File: src/rtl/cpu_pkg.sv
// Shared encodings for the memory port arbiter slice.
// States and requester ids are common to the top and the arbiter.
package cpu_pkg;

  localparam int AW_DEF = 32;
  localparam int DW_DEF = 32;

  typedef enum logic [1:0] {
    ST_IDLE   = 2'd0,
    ST_ACCESS = 2'd1,
    ST_RESP   = 2'd2
  } state_t;

  typedef enum logic [1:0] {
    REQ_IF  = 2'd0,
    REQ_D   = 2'd1,
    REQ_DBG = 2'd2
  } req_id_t;

endpackage

File: src/rtl/rr_prio_arb.sv
// Three-way grant: debug on top, fetch/data share by round-robin.
// rr_last remembers the last fetch/data winner.
module rr_prio_arb
  import cpu_pkg::*;
(
  input  logic    clk,
  input  logic    nrst,
  input  logic    en,
  input  logic    if_req,
  input  logic    d_req,
  input  logic    dbg_req,
  output logic    gnt_vld,
  output req_id_t gnt_id
);

  req_id_t rr_last;
  logic    pick_d;

  assign gnt_vld = if_req | d_req | dbg_req;

  // data wins if alone, or if fetch had the last turn
  assign pick_d = !dbg_req && d_req &&
                  (!if_req || rr_last == REQ_IF);

  always_comb begin
    gnt_id = REQ_IF;
    unique case (1'b1)
      dbg_req: gnt_id = REQ_DBG;
      pick_d:  gnt_id = REQ_D;
      default: gnt_id = REQ_IF;
    endcase
  end

  always_ff @(posedge clk or negedge nrst) begin
    if (!nrst) begin
      rr_last <= REQ_IF;
    end else if (en && gnt_vld && gnt_id != REQ_DBG) begin
      rr_last <= gnt_id;
    end
  end

endmodule

File: src/rtl/mem_port_arbiter.sv
// Single-port memory shared by fetch, data and debug loader.
// One access in flight: IDLE -> ACCESS -> RESP, with wait-state timeout.
module mem_port_arbiter
  import cpu_pkg::*;
#(
  parameter int AW  = AW_DEF,
  parameter int DW  = DW_DEF,
  parameter int TMO = 15
) (
  input  logic          clk,
  input  logic          nrst,
  input  logic          if_req,
  input  logic [AW-1:0] if_addr,
  input  logic          d_req,
  input  logic          d_we,
  input  logic [AW-1:0] d_addr,
  input  logic [DW-1:0] d_wdata,
  input  logic          dbg_req,
  input  logic          dbg_we,
  input  logic [AW-1:0] dbg_addr,
  input  logic [DW-1:0] dbg_wdata,
  output logic          if_ack,
  output logic          d_ack,
  output logic          dbg_ack,
  output logic [DW-1:0] rsp_rdata,
  output logic          rsp_err,
  output logic          mem_req,
  output logic          mem_we,
  output logic [AW-1:0] mem_addr,
  output logic [DW-1:0] mem_wdata,
  input  logic [DW-1:0] mem_rdata,
  input  logic          mem_ready,
  output logic          busy
);

  localparam logic [3:0] TMO_LAST = 4'(TMO - 1);

  state_t        state;
  state_t        state_nx;
  req_id_t       owner;
  req_id_t       gnt_id;
  logic          gnt_vld;
  logic          arb_en;
  logic          done;
  logic          abort;
  logic [3:0]    cnt;
  logic          sel_we;
  logic [AW-1:0] sel_addr;
  logic [DW-1:0] sel_wdata;

  rr_prio_arb u_arb (
    .clk     (clk),
    .nrst    (nrst),
    .en      (arb_en),
    .if_req  (if_req),
    .d_req   (d_req),
    .dbg_req (dbg_req),
    .gnt_vld (gnt_vld),
    .gnt_id  (gnt_id)
  );

  always_ff @(posedge clk or negedge nrst) begin
    if (!nrst) begin
      state <= ST_IDLE;
    end else begin
      state <= state_nx;
    end
  end

  always_comb begin
    state_nx = state;
    arb_en   = 1'b0;
    done     = 1'b0;
    abort    = 1'b0;
    unique case (state)
      ST_IDLE: begin
        arb_en = 1'b1;
        if (gnt_vld) state_nx = ST_ACCESS;
      end
      ST_ACCESS: begin
        if (mem_ready) begin
          done     = 1'b1;
          state_nx = ST_RESP;
        end else if (cnt == TMO_LAST) begin
          abort    = 1'b1;
          state_nx = ST_RESP;
        end
      end
      ST_RESP: state_nx = ST_IDLE;
      default: state_nx = ST_IDLE;
    endcase
  end

  // fetch never writes, whatever the store inputs say
  always_comb begin
    sel_we    = 1'b0;
    sel_addr  = if_addr;
    sel_wdata = '0;
    unique case (gnt_id)
      REQ_DBG: begin
        sel_we    = dbg_we;
        sel_addr  = dbg_addr;
        sel_wdata = dbg_wdata;
      end
      REQ_D: begin
        sel_we    = d_we;
        sel_addr  = d_addr;
        sel_wdata = d_wdata;
      end
      default: ;
    endcase
  end

  always_ff @(posedge clk or negedge nrst) begin
    if (!nrst) begin
      owner     <= REQ_IF;
      mem_req   <= 1'b0;
      mem_we    <= 1'b0;
      mem_addr  <= '0;
      mem_wdata <= '0;
      rsp_rdata <= '0;
      rsp_err   <= 1'b0;
      cnt       <= '0;
    end else begin
      if (arb_en && gnt_vld) begin
        owner     <= gnt_id;
        mem_req   <= 1'b1;
        mem_we    <= sel_we;
        mem_addr  <= sel_addr;
        mem_wdata <= sel_wdata;
      end
      if (state == ST_ACCESS) begin
        if (done) begin
          mem_req <= 1'b0;
          cnt     <= '0;
          if (!mem_we) rsp_rdata <= mem_rdata;
        end else if (abort) begin
          mem_req   <= 1'b0;
          cnt       <= '0;
          rsp_rdata <= '0;
          rsp_err   <= 1'b1;
        end else begin
          cnt <= cnt + 4'd1;
        end
      end
      if (state == ST_RESP) rsp_err <= 1'b0;
    end
  end

  assign if_ack  = (state == ST_RESP) && (owner == REQ_IF);
  assign d_ack   = (state == ST_RESP) && (owner == REQ_D);
  assign dbg_ack = (state == ST_RESP) && (owner == REQ_DBG);
  assign busy    = (state != ST_IDLE);

endmodule

File: config.mk
export PLATFORM = sky130hd
export DESIGN_NAME = mem_port_arbiter
export DESIGN_NICKNAME = d
export VERILOG_FILES = /design/src/rtl/cpu_pkg.sv /design/src/rtl/rr_prio_arb.sv /design/src/rtl/mem_port_arbiter.sv
export SDC_FILE = /design/constraint.sdc
export NUM_CORES = 1
export LEC_CHECK = 0
export ABC_AREA = 1
export CAP_MARGIN = 40
export CORE_MARGIN = 5
export CORE_UTILIZATION = 40
export DETAILED_ROUTE_END_ITERATION = 8
export PLACE_DENSITY_LB_ADDON = 0.15
export SETUP_SLACK_MARGIN = 0.5
export SLEW_MARGIN = 30
export SYNTH_ARGS = -nofsm -noshare
export SYNTH_HDL_FRONTEND = slang
export SYNTH_HIERARCHICAL = 1
export SYNTH_SLANG_ARGS = --single-unit
File: constraint.sdc
create_clock -name clk -period 2.3 [get_ports clk]
set_input_delay 0.23 -clock clk [delete_from_list [all_inputs] [get_ports clk]]
set_output_delay 0.23 -clock clk [all_outputs]
set_load 0.05 [all_outputs]
==> results.toml, run 1 <==
[timing]
period_minus_slack_ns = 1.78
maxSlewViolCount = 0
period_share = 0.775
setup-violations-final = 0
max_freq_ghz = 0.561
worst_clock_skew_ns = 0.00501
slew_headroom = 0.606
fin_setup_tns_ns = 0
hold_viol_final = 0
rsz0062_at_grt = "yes"
tightest_slew_ns = 0.594

[die]
die_h_um = 131
die_w_um = 131
core_um2 = 14400
start_util = 0.404
dieArea_um2 = 17100
io_pins = 303
rows = 44

[cts]
htree_levels = 3
cts_tree = "yes"
clk_pin_slew_ns = 0.07
cts_made_buffers = 9
root_buffer = "clkbuf_16"
cts_sinks = 109
clk_path_buf_depth = 2
worstSkewPairLatency_ns = 0.34

[synthesis]
ys_ff_latch = 109
synthCells = 755
synth.avg_cell_area_um2 = 7.72
synthesis.area_um2 = 5830
syn_nets = 963
ys_seq_area_frac = 0.468
ys.warnings.count = 6
synth.distinct_cells = 30

[global_routing]
grtUsageTotal = 0.213
grt_max_degree = 56
antenna_found_initial = 0
overflow = 0
grt_pass1_wl_um = 28500
grt_pass1_vias = 5494

[detailed_routing]
dr.pass1.iters = 4
drt_iter0_drc = 253
wl_um = 19200
drc = 0
antenna_left = 0
avgViaCountPerCell = 4.74
dr_total_vias = 5836
wl_per_cell_um = 15.6

[power_and_ir_drop]
ir_drop_mv = 0.513
cellLeakagePower_uw = 0.00476
power_density_nw_per_um2 = 1310

[critical_path]
crit_fanout = 6
endpoint_kind = "register"
critPathKind = "register to register"
arrival_ns = 2.02
cp.required_ns = 2.54
ff2ff_setup_slack_ns = 0.52
reg2reg_to = "mem_addr[4]"
setup.worst_path.start_class = "register"
reg2reg_from = "u_arb/rr_last[1]"
r2r_cells = 8

[run_status]
status = "finished, final reports clean"

[placed_design]
hpwl_um = 14000
dp_cells = 1208
gp_congestion = 0.758
portBuffers = 302

[finish]
utilization = 0.672
final_nets = 1251
drive_gt1_frac = 0.121
synthToLayoutAreaGrowth_pct = 66.3
fin_cells = 1232
diodes = 0

[run]
drv_cap = 0

[min_path]
hold_class = "primary input to async pin"
==> metal layers <==
layer	wire length (um)	GRT usage	up-vias	part of all wire
li1	-	-	2954	-
met1	7580	0.258	2679	0.40
met2	9890	0.368	180	0.52
met3	1360	0.0585	23	0.071
met4	342	0.0659	0	0.018
met5	0	0	-	0
==> per-stage QoR <==
stage	total power, uW	setup slack [ns]	hold slack [ns]	area, um2
finish	12700	0.518	0.400	9690
global route	13400	0.466	0.450	9690
CTS	12500	0.485	0.422	9370
detailed placement	10700	0.161	0.249	9020
global placement	10600	0.181	0.244	9020
floorplan	8140	0.480	-0.0656	5840
==> registers in the layout (all words and copies together) (netlist names) <==
signal,cells
cnt,4
u_arb/rr_last,2
mem_req,1
owner,2
mem_we,1
state,2
rsp_rdata,32
mem_addr,32
rsp_err,1
mem_wdata,32
==> final cells by class <==
cell class / count / area (um2)
Clock buffer: 9 / 225
Clock inverter: 7 / 123
Fill cell: 1282 / 4740
Inverter: 51 / 199
Multi-Input combinational cell: 545 / 2730
Sequential cell: 109 / 2730
Tap cell: 184 / 230
Timing Repair Buffer: 327 / 3450
==> cells in the final DEF, fill, tap and decap left out, drive strengths merged <==
cell	Yosys	routed
nand2	312	312
clkdlybuf4s50	0	258
dfrtp	109	109
nor2	73	73
o21ai	68	68
inv	50	50
nand4	33	33
nand3b	32	32
dlymetal6s2s	0	29
buf	35	25
clkbuf	16	13
dlygate4sd2	0	10
ha	8	8
nand3	7	7
bufinv	0	3
clkinv	1	3
or2	2	3
nor3	2	2
o22ai	2	2
clkinvlp	0	2
xnor2	1	1
a21oi	1	1
o21a	1	1
o21bai	1	1
dlygate4sd3	0	1
and2	1	1
==> repair_timing <==
item	in CTS	in global routing
gates cloned	0	6
endpoints found under the hold margin	38	0
hold buffers	1	0
setup endpoints to repair	15	89
gates resized for setup	14	62
pin swaps	0	5
buffers inserted	0	1
==> synthesized netlist by cell type (all sizes together) <==
library cell	count	area, um2
ha	8	100
nand3b	32	240
or2	2	12.5
dfrtp	109	2730
o21ai	68	427
inv	50	188
nor2	73	347
clkbuf	16	61.3
o21a	1	7.51
nand3	7	40.0
nor3	2	10.0
o22ai	2	12.5
clkinv	1	3.75
nand2	312	1170
xnor2	1	8.76
buf	35	241
o21bai	1	7.51
a21oi	1	5.00
and2	1	6.26
nand4	33	206
==> worst max-delay path: stages (launching register included) <==
cell	delay, ns
dfrtp_1	0.41
o21ai_2	0.17
and2_4	0.18
inv_4	0.04
ha_4	0.24
or2_4	0.31
clkbuf_16	0.20
nor2_4	0.07
nor2_1	0.04
==> logic make-up (layout without fill, tap and decap cells) <==
family / after synthesis / after routing / share of synthesized area
AND/OR/NAND/NOR: 462 / 463 / 0.349
flip-flops: 109 / 109 / 0.468
adder cells (fa/ha/maj): 8 / 8 / 0.0172
buffers and inverters: 102 / 394 / 0.0848
AO/OA/AOI/OAI: 73 / 73 / 0.0788
XOR/XNOR: 1 / 1 / 0.00150
==> worst max path at each step <==
stage,from,end,slack (ns)
5_1_grt,state[0],dbg_ack,0.47
6_report,u_arb/rr_last[1],mem_addr[4],0.52
3_3_place_gp,d_req,mem_addr[21],0.18
3_5_place_dp,d_req,mem_addr[21],0.16
2_1_floorplan,u_arb/rr_last[0],mem_addr[0],0.48
4_1_cts,u_arb/rr_last[0],mem_addr[3],0.49
==> where the power goes <==
part | switching, uW | internal [uW]
Sequential | 487 | 2760
Clock | 728 | 1070
Combinational | 5080 | 2560
Total | 6300 | 6390
No activity file was read; power rests on OpenSTA's default activity.
==> run 2: changes to the inputs <==
==> constraint.sdc (replaced) <==
create_clock -name clk -period 1.73 [get_ports clk]
set_input_delay 0.173 -clock clk [delete_from_list [all_inputs] [get_ports clk]]
set_output_delay 0.173 -clock clk [all_outputs]
set_load 0.05 [all_outputs]
==> run 2 against run 1 <==
Global-route usage is 2.3 points higher. Highest routed layer unchanged. Maximum frequency decreased by 0.35%. The run now ends with setup timing left. Largest cell class unchanged. Final area rose by 5.4%. Combinational power grew 54%. Die area stayed put. Count of clock-buffer cells in the layout up 1. Clock power grew 14%.
==> results.toml, run 2 (same netlist as run 1, synthesis figures left out) <==
[run_status]
status = "complete, but fails checks"
violations = "setup timing"

[critical_path]
cp.required_ns = 2.02
arrival_ns = 2.08
cp_slowest_cell = "dfrtp_1"
setup.worst_path.start_class = "register"
max_stage_delay_ns = 0.41
critPathKind = "register to register"
path_cells = "o21ai_2 > and2_4 > inv_4 > ha_4 > or2_4 > buf_6 > clkbuf_16 > o21ai_2"
endpoint_kind = "register"
crit_fanout = 7
crit_buf_inv = 3
crit_top_cell = "o21ai_2"
path_delay_family = "simple AND/OR/NAND/NOR gates"

[placed_design]
place_ws_ns = -0.367
portBuffers = 302
gp_congestion = 0.823
hpwl_um = 14300

[cts]
clk_pin_slew_ns = 0.08
clk_path_buf_depth = 2
cts_tree = "yes"
worstSkewPairLatency_ns = 0.35
htree_levels = 3
cts_made_buffers = 9
root_buffer = "clkbuf_16"
cts_sinks = 109

[die]
core_um2 = 14400
die_h_um = 131
io_pins = 303
dieArea_um2 = 17100
die_w_um = 131
rows = 44
start_util = 0.404

[power_and_ir_drop]
switching_share = 0.508
cellLeakagePower_uw = 0.00489
p_switching_uw = 9270
power_density_nw_per_um2 = 1780
p_total_uw = 18200
pwr-share-comb = 0.645
p_int_uw = 8960
pwr-share-clk = 0.113
ir_drop_mv = 0.710
pwr-share-seq = 0.242

[timing]
tightest_slew_ns = 0.567
worst_clock_skew_ns = 0.00510
rsz0062_at_grt = "yes"
slew_headroom = 0.621
max_freq_ghz = 0.559
period_minus_slack_ns = 1.79
maxSlewViolCount = 0
finalWorstSetupSlack_ns = -0.0584
period_share = 1.03
setup-violations-final = 18
holdWs_ns = 0.347
hold_viol_final = 0

[finish]
diodes = 0
final_nets = 1303
final_cell_mix = "nand2_1 (272), clkdlybuf4s50_1 (198), dfrtp_1 (108)"
reg_top3 = "mem_addr x32, mem_wdata x32, rsp_rdata x32"
drive_gt1_frac = 0.313
synthToLayoutAreaGrowth_pct = 75.4
final_common_cell = "nand2_1"

[detailed_routing]
wl_um = 22000
avgViaCountPerCell = 4.84
drc = 0
wl_per_cell_um = 17.1
antenna_left = 0
dr_total_vias = 6214
dr.pass1.iters = 4
drt_iter0_drc = 340

[global_routing]
grt_pass1_wl_um = 31000
grt_max_degree = 39
grt_pass1_vias = 5901
grtUsageTotal = 0.236
overflow = 0
antenna_found_initial = 0

[min_path]
hold_class = "primary input to async pin"

[run]
drv_cap = 0
[run 2: cell count changes in the layout (fill, tap and decap cells not counted), sizes merged]
cell	previous run	this run
bufinv	3	0
nand3	7	10
dlymetal6s2s	29	0
clkinvlp	2	3
inv	50	52
or2	3	2
clkdlybuf4s50	258	198
clkinv	3	2
dlygate4sd2	10	0
buf	25	175
[run 2: power by group through the flow]
| stage | combinational [uW] | clock (uW) | sequential [uW] |
|---|---|---|---|
| detailed placement | 10200 | 0 | 4350 |
| finish | 11800 | 2060 | 4410 |
| CTS | 10900 | 2090 | 4340 |
| global route | 12400 | 2190 | 4550 |
| global placement | 10100 | 0 | 4340 |
| floorplan | 3230 | 0 | 7870 |
[run 2: per-stage QoR]
stage	utilization	instance area (um2)	setup TNS (ns)	cells
4_1_cts	0.678	9780	-0.962	1267
3_3_place_gp	0.636	9170	-16.34	1224
5_1_grt	0.708	10200	-2.95	1284
2_1_floorplan	-	5970	-3.20	755
3_5_place_dp	0.636	9170	-19.13	1224
6_report	0.708	10200	-0.677	1284
[run 2: what timing repair did]
action	in CTS	in global routing
endpoints found under the hold margin	34	0
cloned	9	3
resized for setup	281	63
pin swaps	34	41
setup buffers	17	14
hold buffers	1	0
endpoints found under the setup margin	153	112
[run 2: area by class of cell]
type	count	area [um2]
Multi-Input combinational cell	547	3020
Timing Repair Buffer	377	3740
Fill cell	1145	4210
Tap cell	184	230
Inverter	51	210
Clock buffer	10	239
Clock inverter	6	55.1
Sequential cell	109	2730
[run 2: layer usage]
metal | track usage | part of all wire
met1 | 0.276 | 0.38
met2 | 0.423 | 0.53
met3 | 0.0573 | 0.072
met4 | 0.0786 | 0.024
met5 | 0 | 0
[run 2: path summary, 6_finish.rpt]
check	endpoint	start	cells past startpoint	slack [ns]
min in group clk	rsp_rdata[15]	mem_rdata[15]	3	0.38
hold reg to reg	rsp_rdata[20]	rsp_rdata[20]	2	0.47
max in group asynchronous	mem_we	nrst	3	0.82
setup reg to reg	mem_wdata[13]	u_arb/rr_last[0]	8	-0.06
hold / removal	rsp_rdata[19]	nrst	2	0.35
setup / recovery	mem_wdata[13]	u_arb/rr_last[0]	8	-0.06
==> run 3: changes to the inputs <==
--- a/config.mk
+++ b/config.mk
@@ -6,13 +6,12 @@
 export NUM_CORES = 1
 export LEC_CHECK = 0
 export ABC_AREA = 1
-export CAP_MARGIN = 40
 export CORE_MARGIN = 5
-export CORE_UTILIZATION = 40
+export CORE_UTILIZATION = 41
+export CTS_BUF_LIST = sky130_fd_sc_hd__clkbuf_4 sky130_fd_sc_hd__clkbuf_8
 export DETAILED_ROUTE_END_ITERATION = 8
 export PLACE_DENSITY_LB_ADDON = 0.15
 export SETUP_SLACK_MARGIN = 0.5
-export SLEW_MARGIN = 30
 export SYNTH_ARGS = -nofsm -noshare
 export SYNTH_HDL_FRONTEND = slang
 export SYNTH_HIERARCHICAL = 1
==> run 3 against run 2 <==
The flow still finishes with violations (setup timing). Sequential power is essentially flat. Setup slack better by 0.026 ns. Final cell count decreased by 0.55%. Clock skew is 0.0039 ns higher. Clock power fell by 30%. Die area decreased by 2.3%. Non-clock buffer count down 3. Critical endpoint is now mem_addr[28]. Largest power group unchanged.
==> results.toml, run 3 (same netlist as run 1, synthesis figures left out) <==
[power_and_ir_drop]
p_int_uw = 8970
pwr-share-comb = 0.679
p_switching_uw = 9280
switching_share = 0.508
pwr-share-clk = 0.080
pwr-share-seq = 0.242
ir_drop_mv = 0.912
cellLeakagePower_uw = 0.00483
power_density_nw_per_um2 = 1790

[die]
die_h_um = 129
rows = 43
start_util = 0.418
io_pins = 303
core_um2 = 13900
die_w_um = 129
dieArea_um2 = 16700

[detailed_routing]
antenna_left = 0
dr_total_vias = 6218
drt_iter0_drc = 329
wl_um = 21400
drc = 0
dr.pass1.iters = 4
wl_per_cell_um = 16.8
avgViaCountPerCell = 4.87

[critical_path]
arrival_ns = 2.03
setup.worst_path.start_class = "register"
crit_fanout = 17
cp.required_ns = 2.00
critPathKind = "register to register"
endpoint_kind = "register"

[run]
drv_cap = 0

[cts]
cts_made_buffers = 9
clk_path_buf_depth = 2
cts_tree = "yes"
worstSkewPairLatency_ns = 0.37
cts_sinks = 109
root_buffer = "clkbuf_8"
clk_pin_slew_ns = 0.10
htree_levels = 3

[min_path]
hold_class = "primary input to async pin"

[global_routing]
grt_max_degree = 41
grtUsageTotal = 0.250
antenna_found_initial = 0
overflow = 0
grt_pass1_vias = 6110
grt_pass1_wl_um = 32500

[finish]
nFillCells = 1067
synthToLayoutAreaGrowth_pct = 75.4
diodes = 0
multi_input_area_um2 = 3050
final_nets = 1301
drive_gt1_frac = 0.305
reg_top3 = "mem_addr x32, mem_wdata x32, rsp_rdata x32"
final_common_cell = "nand2_1"
utilization = 0.733
seq_area_um2 = 2730
final_cell_mix = "nand2_1 (277), clkdlybuf4s50_1 (198), dfrtp_1 (107)"

[timing]
period_share = 1.02
max_freq_ghz = 0.567
worst_clock_skew_ns = 0.00902
rsz0062_at_grt = "yes"
finalWorstSetupSlack_ns = -0.0326
slew_headroom = 0.607
period_minus_slack_ns = 1.76
setup-violations-final = 22
hold_viol_final = 0
tightest_slew_ns = 0.589
fin_setup_tns_ns = -0.452
maxSlewViolCount = 0

[run_status]
status = "complete, but fails checks"
violations = "setup timing"

[placed_design]
place_ws_ns = -0.386
portBuffers = 302
gp_congestion = 0.827
hpwl_um = 14600
-- run 3: changes by cell type in the layout (fill, tap and decap cells not counted), moves of 9 or more --
cell       before  now
buf_2          45   16
clkbuf_4        0   32
clkbuf_8        1   10
clkbuf_16      12    0
nor2_4          4   16
buf_4          85   75
-- run 3: critical path, stage by stage (launching register included) --
cell and delay, ns:
dfrtp_1 0.41, o21ai_2 0.16, and2_4 0.19, inv_4 0.04, ha_4 0.23, or2_4 0.31, buf_12 0.18, nor2_2 0.08
nor2_1 0.05
-- run 3: power groups by stage --
stage	Combinational, uW	Clock [uW]	Sequential [uW]
floorplan	3230	0	7870
global placement	10100	0	4350
detailed placement	10200	0	4370
CTS	11800	1500	4340
global route	13000	1590	4550
finish	12400	1450	4410
-- run 3: final cells by class --
| type | count | area share |
|---|---|---|
| Multi-Input combinational cell | 548 | 0.299 |
| Sequential cell | 109 | 0.267 |
| Clock inverter | 5 | 0.00367 |
| Timing Repair Buffer | 374 | 0.373 |
| Inverter | 51 | 0.0216 |
| Tap cell | 180 | 0.0220 |
| Clock buffer | 10 | 0.0135 |
-- run 3: per-stage QoR --
stage | instances | cell area, um2 | total power (uW) | hold slack (ns)
after CTS | 1269 | 9930 | 17700 | 0.280
after detailed placement | 1217 | 9150 | 14600 | 0.149
final | 1277 | 10200 | 18300 | 0.283
after global placement | 1217 | 9150 | 14400 | 0.146
after floorplan | 755 | 5970 | 11100 | -0.123
after global routing | 1277 | 10200 | 19200 | 0.316
-- run 3: final timing paths --
path | from | end | slack (ns) | cells after the start
worst max-delay path | u_arb/rr_last[0] | mem_addr[28] | -0.03 | 8
worst min-delay path | nrst | rsp_rdata[23] | 0.28 | 2
worst max register to register | u_arb/rr_last[0] | mem_addr[28] | -0.03 | 8
worst min register to register | mem_wdata[19] | mem_wdata[19] | 0.48 | 2
max in group asynchronous | nrst | mem_we | 0.87 | 3
min in group clk | mem_rdata[12] | rsp_rdata[12] | 0.36 | 3
-- run 3: layer usage --
metal  part of all wire  wire, um  global-route usage  vias up
met2               0.52     11200               0.448      206
li1                   -         -                   -     3059
met5                  0         0                   0        -
met1               0.38      8240               0.301     2914
met4              0.027       579              0.0797        0
met3              0.067      1430              0.0495       39
-- run 3: timing repair --
action	in CTS	in global routing
endpoints found under the hold margin	30	0
cloned	14	0
gates resized for setup	334	80
hold buffers	1	0
setup buffers	22	8
endpoints found under the setup margin	156	137
pin swaps	44	27
